$ cat config.mk
export PLATFORM = sky130hd
export DESIGN_NAME = frame_reader_flat
export DESIGN_NICKNAME = d
export VERILOG_FILES = /design/src/rtl/frame_reader_if.sv /design/src/rtl/frame_reader.sv /design/src/flat_wrapper.sv
export SDC_FILE = /design/constraint.sdc
export NUM_CORES = 1
export LEC_CHECK = 0
export ABC_AREA = 0
export BUFFER_PORTS_ARGS = -buffer_cell sky130_fd_sc_hd__buf_2
export CORE_AREA = 2 2 102 144
export DETAILED_ROUTE_END_ITERATION = 6
export DIE_AREA = 0 0 104 146
export PLACE_DENSITY = 0.82
export SLEW_MARGIN = 20
export SYNTH_ARGS = -nofsm -noshare
export SYNTH_HDL_FRONTEND = slang
export SYNTH_SLANG_ARGS = --single-unit
$ cat constraint.sdc
create_clock -name clk -period 8.61 [get_ports clk]
set_clock_uncertainty 0.2 [all_clocks]
set_input_delay 0.861 -clock clk [delete_from_list [all_inputs] [get_ports clk]]
set_output_delay 0.861 -clock clk [all_outputs]
set_load 0.02 [all_outputs]
$ cat src/rtl/frame_reader_if.sv
// frame_reader_if: start/buffer control, memory read port and pixel stream of the frame reader.
interface frame_reader_if #(
  parameter int DATA_W = 16
);
  logic              start;
  logic              buf_sel;
  logic [22:0]       rd_addr;
  logic              rd_req;
  logic              rd_wait;
  logic              rd_data_valid;
  logic [DATA_W-1:0] rd_data;
  logic [DATA_W-1:0] pix_data;
  logic              pix_valid;
  logic              pix_ready;
  logic [9:0]        pix_x;
  logic [8:0]        pix_y;
  logic              sof;
  logic              eol;
  logic              busy;
  logic              done;
  modport slave (
    input  start, buf_sel, rd_wait, rd_data_valid, rd_data, pix_ready,
    output rd_addr, rd_req, pix_data, pix_valid, pix_x, pix_y, sof, eol, busy, done
  );
  modport master (
    output start, buf_sel, rd_wait, rd_data_valid, rd_data, pix_ready,
    input  rd_addr, rd_req, pix_data, pix_valid, pix_x, pix_y, sof, eol, busy, done
  );
endinterface

$ cat src/rtl/frame_reader.sv
// frame_reader: streams one raster frame out of a double-buffered frame store through a
// credit-limited show-ahead FIFO, so returned read data is never dropped under backpressure.
module frame_reader #(
  parameter int H_RES      = 640,
  parameter int V_RES      = 480,
  parameter int DATA_W     = 16,
  parameter int FIFO_DEPTH = 8
) (
  input logic           clk,
  input logic           rst_n,
  frame_reader_if.slave bus
);
  localparam int PW = $clog2(FIFO_DEPTH);
  localparam int CW = PW + 1;
  localparam logic [18:0]   LAST   = 19'(H_RES * V_RES - 1);
  localparam logic [22:0]   BASE1  = 23'(H_RES * V_RES);
  localparam logic [9:0]    X_LAST = 10'(H_RES - 1);
  localparam logic [8:0]    Y_LAST = 9'(V_RES - 1);
  localparam logic [CW-1:0] DEPTH  = CW'(FIFO_DEPTH);
  typedef enum logic [1:0] {IDLE, READ, DRAIN} state_t;
  state_t            state_q, state_d;
  logic [22:0]       base_q, base_d, addr_q, addr_d;
  logic [18:0]       cnt_q, cnt_d;
  logic              req_q, req_d, done_q, done_d;
  logic [CW-1:0]     credit_q, credit_d, occ_q, occ_d;
  logic [PW-1:0]     wr_q, rd_q;
  logic [9:0]        x_q, x_d;
  logic [8:0]        y_q, y_d;
  logic [DATA_W-1:0] mem [FIFO_DEPTH];
  logic              acc, push, pop, valid;
  // credit counts reads in flight plus FIFO occupancy; a return with no read in flight is dropped
  assign valid    = occ_q != '0;
  assign acc      = req_q & ~bus.rd_wait;
  assign pop      = valid & bus.pix_ready;
  assign push     = bus.rd_data_valid & (credit_q > occ_q);
  assign credit_d = credit_q + CW'(acc) - CW'(pop);
  assign occ_d    = occ_q + CW'(push) - CW'(pop);
  assign bus.rd_req    = req_q;
  assign bus.rd_addr   = addr_q;
  assign bus.pix_valid = valid;
  assign bus.pix_data  = valid ? mem[rd_q] : '0;
  assign bus.pix_x     = x_q;
  assign bus.pix_y     = y_q;
  assign bus.sof       = valid & (x_q == '0) & (y_q == '0);
  assign bus.eol       = valid & (x_q == X_LAST);
  assign bus.busy      = state_q != IDLE;
  assign bus.done      = done_q;
  always_comb begin
    state_d = state_q;
    base_d  = base_q;
    cnt_d   = cnt_q;
    req_d   = req_q;
    addr_d  = addr_q;
    x_d     = x_q;
    y_d     = y_q;
    done_d  = 1'b0;
    case (state_q)
      IDLE: if (bus.start) begin
        base_d  = bus.buf_sel ? BASE1 : '0;
        cnt_d   = '0;
        x_d     = '0;
        y_d     = '0;
        req_d   = 1'b1;
        addr_d  = base_d;
        state_d = READ;
      end
      READ: begin
        if (acc && cnt_q == LAST) begin
          req_d   = 1'b0;
          state_d = DRAIN;
        end else if (acc || !req_q) begin
          cnt_d  = cnt_q + 19'(acc);
          req_d  = credit_d < DEPTH;
          addr_d = base_q + {4'd0, cnt_d};
        end
      end
      default: ;
    endcase
    if (pop) begin
      x_d = (x_q == X_LAST) ? '0 : x_q + 10'd1;
      y_d = (x_q == X_LAST) ? y_q + 9'd1 : y_q;
      if (x_q == X_LAST && y_q == Y_LAST) begin
        state_d = IDLE;
        done_d  = 1'b1;
      end
    end
  end
  always_ff @(posedge clk or negedge rst_n) begin
    if (!rst_n) begin
      state_q  <= IDLE;
      base_q   <= '0;
      cnt_q    <= '0;
      req_q    <= 1'b0;
      addr_q   <= '0;
      x_q      <= '0;
      y_q      <= '0;
      done_q   <= 1'b0;
      credit_q <= '0;
      occ_q    <= '0;
      wr_q     <= '0;
      rd_q     <= '0;
    end else begin
      state_q  <= state_d;
      base_q   <= base_d;
      cnt_q    <= cnt_d;
      req_q    <= req_d;
      addr_q   <= addr_d;
      x_q      <= x_d;
      y_q      <= y_d;
      done_q   <= done_d;
      credit_q <= credit_d;
      occ_q    <= occ_d;
      wr_q     <= wr_q + PW'(push);
      rd_q     <= rd_q + PW'(pop);
    end
  end
  always_ff @(posedge clk) begin
    if (push) mem[wr_q] <= bus.rd_data;
  end
endmodule

$ cat src/flat_wrapper.sv
// flat-port wrapper written by rule: the top's interface ports become plain ports
module frame_reader_flat 
#(
  parameter int H_RES      = 640,
  parameter int V_RES      = 480,
  parameter int DATA_W     = 16,
  parameter int FIFO_DEPTH = 8
)
  (clk, rst_n, bus_start, bus_buf_sel, bus_rd_wait, bus_rd_data_valid, bus_rd_data, bus_pix_ready, bus_rd_addr, bus_rd_req, bus_pix_data, bus_pix_valid, bus_pix_x, bus_pix_y, bus_sof, bus_eol, bus_busy, bus_done);
  frame_reader_if #(.DATA_W(DATA_W)) bus_i ();
  input logic clk;
  input logic rst_n;
  input wire logic [$bits(bus_i.start)-1:0] bus_start;
  input wire logic [$bits(bus_i.buf_sel)-1:0] bus_buf_sel;
  input wire logic [$bits(bus_i.rd_wait)-1:0] bus_rd_wait;
  input wire logic [$bits(bus_i.rd_data_valid)-1:0] bus_rd_data_valid;
  input wire logic [$bits(bus_i.rd_data)-1:0] bus_rd_data;
  input wire logic [$bits(bus_i.pix_ready)-1:0] bus_pix_ready;
  output wire logic [$bits(bus_i.rd_addr)-1:0] bus_rd_addr;
  output wire logic [$bits(bus_i.rd_req)-1:0] bus_rd_req;
  output wire logic [$bits(bus_i.pix_data)-1:0] bus_pix_data;
  output wire logic [$bits(bus_i.pix_valid)-1:0] bus_pix_valid;
  output wire logic [$bits(bus_i.pix_x)-1:0] bus_pix_x;
  output wire logic [$bits(bus_i.pix_y)-1:0] bus_pix_y;
  output wire logic [$bits(bus_i.sof)-1:0] bus_sof;
  output wire logic [$bits(bus_i.eol)-1:0] bus_eol;
  output wire logic [$bits(bus_i.busy)-1:0] bus_busy;
  output wire logic [$bits(bus_i.done)-1:0] bus_done;
  assign bus_i.start = bus_start;
  assign bus_i.buf_sel = bus_buf_sel;
  assign bus_i.rd_wait = bus_rd_wait;
  assign bus_i.rd_data_valid = bus_rd_data_valid;
  assign bus_i.rd_data = bus_rd_data;
  assign bus_i.pix_ready = bus_pix_ready;
  assign bus_rd_addr = bus_i.rd_addr;
  assign bus_rd_req = bus_i.rd_req;
  assign bus_pix_data = bus_i.pix_data;
  assign bus_pix_valid = bus_i.pix_valid;
  assign bus_pix_x = bus_i.pix_x;
  assign bus_pix_y = bus_i.pix_y;
  assign bus_sof = bus_i.sof;
  assign bus_eol = bus_i.eol;
  assign bus_busy = bus_i.busy;
  assign bus_done = bus_i.done;
  frame_reader #(.H_RES(H_RES), .V_RES(V_RES), .DATA_W(DATA_W), .FIFO_DEPTH(FIFO_DEPTH)) u_core (.clk(clk), .rst_n(rst_n), .bus(bus_i));
endmodule
==> impl_metrics.yaml <==
route:
  viasPerCell: 6.07
  detail_route.wl_per_cell_microns: 20.9
  drcViolationCount: 0
  via_count: 5351
  routed_wl_microns: 18400
  first_iter_violations: 310
  drt_pre_antenna_iters: 5
  drt.antenna.violating_nets: 0
critical_path:
  cpPeakStageDelay_ps: 820
  worstPathMaxFanout: 19
  critical_path.cell_chain: "inv_1, ha_1, and3_1, inv_1, nand2_1, inv_1, ha_1, inv_1, ha_1, a21o_1, a21oi_1, xnor2_1, o311ai_0"
  buffers_plus_inverters_on_the_worst_setup_path: 4
  critPathKind: "reg -> reg"
  worstSetupStartpointType: "flip-flop"
  worst_path_dominant_cell_family: "simple AND/OR/NAND/NOR gates"
  worst-endpoint-required_ps: 8720
  worstPathArrival_ps: 3940
  cp_common_cell: "inv_1"
  setup.worst_path.end_class: "flip-flop"
  worstReg2RegEnd: "u_core.bus.rd_req"
  regToRegSetupSlack_ps: 4780
  crit-reg2reg-launch: "u_core.occ_q[2]"
  cpMaxStageDelayCell: "and3_1"
  worst-r2r-cell-count: 13
place:
  port-buffer-count: 83
  routabilityCongestion: 0.909
  hpwl_microns: 11700
floorplan:
  die_h_microns: 146
  dieWidth_microns: 104
  number_of_primary_i_o_pins: 87
  dieArea_sq_um: 15200
  initial_utilization_pct: 63.5
  rows: 51
  core_area_sq_um: 13800
timing:
  timing.setup.tns_ps: 0
  fin_crit_ps: 3830
  fmax_mhz: 261
  tightest_slew_ps: 1130
  max-slew-margin-rel_pct: 24.9
  timing.final.max_slew_violations: 0
  min_period_over_period_pct: 44.5
  setup_repair_after_global_routing_missed_its_margin: "no"
  finalHoldViolCount: 0
  setup_viol_count_final: 0
cts:
  htree_num_levels: 4
  cts-buffers-inserted: 17
  post_cts_buffers: 0
  clock-sinks: 193
  cts.repair.resized: 0
  clk_path_buf_depth: 2
  clock_insertion_delay_worst_skew_ps: 430
  worst_setup_hold_path_clk_slew_ps: 70
  ctsRootBufferMaster: "clkbuf_16"
  ctsHoldBuffers: 0
  cts_tree: "done"
synthesis:
  synthMuxAreaShare_pct: 10.3
  postSynthRegisterBits: 193
  synth.distinct_cells: 61
  yosysWarningCount: 0
  xor_and_xnor_area_share_after_synthesis_pct: 3.40
  count_of_flip_flops_with_a_built_in_enable_after_synthesis: 128
  synth.largest_area_cell: "edfxtp_1"
  largest_family_of_logic_cells_by_synthesized_area: "multiplexers"
  netlist.area_leader.share_pct: 43.9
  postSynthAreaPerCell_sq_um: 14.4
  sequential_fraction_of_the_synthesis_area_pct: 62.5
  synthFlopType: "edfxtp_1"
  async_set_or_reset_flop_fraction_in_the_synthesized_netlist_pct: 33.7
  synth_compound_gate_area_share_pct: 5.30
  synthesis.area_sq_um: 8760
  yosys-top-cells-area: "edfxtp_1 44%, dfrtp_1 19%, mux4_2 8.2%, ha_1 4.0%, xor2_1 2.3%"
  post_synth_inst_count: 610
  synth_simple_gate_area_share_pct: 10.2
  post_synth_fa_ha_maj_area_fraction_pct: 4.69
run:
  max-cap-violations: 0
hold_path:
  worst_hold_end: "u_core.bus.rd_addr[17]"
  kind_of_path_behind_the_tightest_hold_check: "reg -> reg"
  min_from: "u_core.bus.rd_addr[17]"
  min_delay_path_depth: 2
global_routing:
  grt_pass1_vias: 5641
  grt_overflow_total: 0
  grt_max_degree: 66
  globalRouteTotalUtil_pct: 25.2
  grt_first_pass_wirelength_microns: 29500
  grt_antenna_before_repair: 1
finish:
  syn_to_final_growth_pct: 12.5
  nFillCells: 954
  layout.cells.most_common: "edfxtp_1"
  drive_gt1_share_pct: 25.8
  final_cell_mix: "128 x edfxtp_1, 83 x buf_2, 64 x dfrtp_1"
  nNetsFinal: 736
pwr:
  peak_ir_drop_on_the_vdd_network_mv: 0.188
  power.leakage_nw: 3.98
  power_per_cell_area_nw_per_um2: 288
  total_power_w: 0.00283
run_status:
  run_status: "finished clean"
## registers in the layout (all words and copies together) (netlist names), 3 cells and up
signal / count
u_core.mem: 128
u_core.cnt_q: 19
u_core.bus.pix_x: 10
u_core.bus.pix_y: 9
u_core.bus.rd_addr: 8
u_core.credit_q: 4
u_core.occ_q: 4
u_core.rd_q: 3
u_core.wr_q: 3
## how the worst max path moves through the flow
stage	startpoint	to	slack, ps	depth (start not counted)
after global placement	bus_rd_wait	u_core.bus.rd_addr[18]	4910	14
after CTS	u_core.occ_q[2]	u_core.bus.rd_req	4760	13
after global routing	u_core.occ_q[2]	u_core.bus.rd_req	4520	13
after floorplan	bus_rd_wait	u_core.bus.rd_addr[18]	5310	13
final	u_core.occ_q[2]	u_core.bus.rd_req	4780	13
after detailed placement	u_core.occ_q[2]	u_core.bus.rd_req	4790	13
## where the power goes
| part | total, W | internal (W) | leakage (nW) | switching (W) |
|---|---|---|---|---|
| logic | 0.000870 | 0.000366 | 1.69 | 0.000504 |
| registers | 0.00120 | 0.00112 | 2.00 | 0.0000845 |
| clock network | 0.000765 | 0.000390 | 0.284 | 0.000375 |
## area by class of cell
| type | count | area [sq um] | share of cell area [%] |
|---|---|---|---|
| well taps | 185 | 231 | 2.35 |
| repair buffers | 87 | 445 | 4.52 |
| diodes | 1 | 2.50 | 0.0254 |
| flip-flops and latches | 193 | 5470 | 55.6 |
| inverters | 23 | 86.3 | 0.877 |
| multi-input cells | 360 | 3020 | 30.6 |
| clock buffers | 18 | 429 | 4.36 |
| clock inverters | 14 | 164 | 1.66 |
## worst reg2reg max path: cells and delay by family (launching register included)
family          cells  cell delay, ps
compound gates      3             690
xor+xnor            1             110
fa+ha+maj           3             750
buf+inv             4             550
flops               1             360
simple gates        2            1050
## cell usage after synthesis, types with 2 or more instances
library cell,count
a32o_1,2
nand4_1,14
mux4_2,32
nor4bb_1,2
nand2b_1,3
and2_1,2
buf_6,4
a21o_1,6
nand4b_1,3
nand3_1,12
nor2_1,52
clkbuf_1,12
and3_1,10
or3_2,2
o21ai_0,27
ha_1,28
nand3b_1,3
xnor2_1,11
a22o_1,2
o31ai_1,4
and2_2,2
mux2i_1,17
buf_4,15
fa_1,3
dfrtp_1,65
xor2_1,23
nor2b_1,3
nor3_1,11
a22oi_1,2
nand2_1,35
o21a_1,2
nor4_1,5
buf_2,4
a22o_2,4
inv_1,23
edfxtp_1,128
a21oi_1,12
nor4b_1,2
## cells by family after synthesis
kind of cell,after synthesis
AO/OA/AOI/OAI,69
XOR/XNOR,34
adder cells (fa/ha/maj),31
buffers and inverters,59
flip-flops,193
multiplexers,50
other,1
AND/OR/NAND/NOR,173
## layer usage
metal	vias to the layer above	GRT usage (%)	part of all wire (%)	routed length [microns]
met5	-	0	0	0
met4	0	8.99	2.4	442
met3	38	4.25	5.3	981
met2	214	47.3	56	10300
met1	2684	28.8	36	6700
li1	2415	-	-	-
## metrics by stage
step / cell area (sq um) / setup slack (ps) / cells / util [%] / hold slack, ps
3_5_place_dp: 9250 / 4790 / 848 / 67.1 / 277
2_1_floorplan: 8760 / 5310 / 612 / - / 277
6_report: 9850 / 4780 / 881 / 71.5 / 296
5_1_grt: 9850 / 4520 / 881 / 71.5 / 331
4_1_cts: 9850 / 4760 / 880 / 71.4 / 299
3_3_place_gp: 9250 / 4910 / 848 / 67.1 / 272
Power figures use the tool's default switching activity.
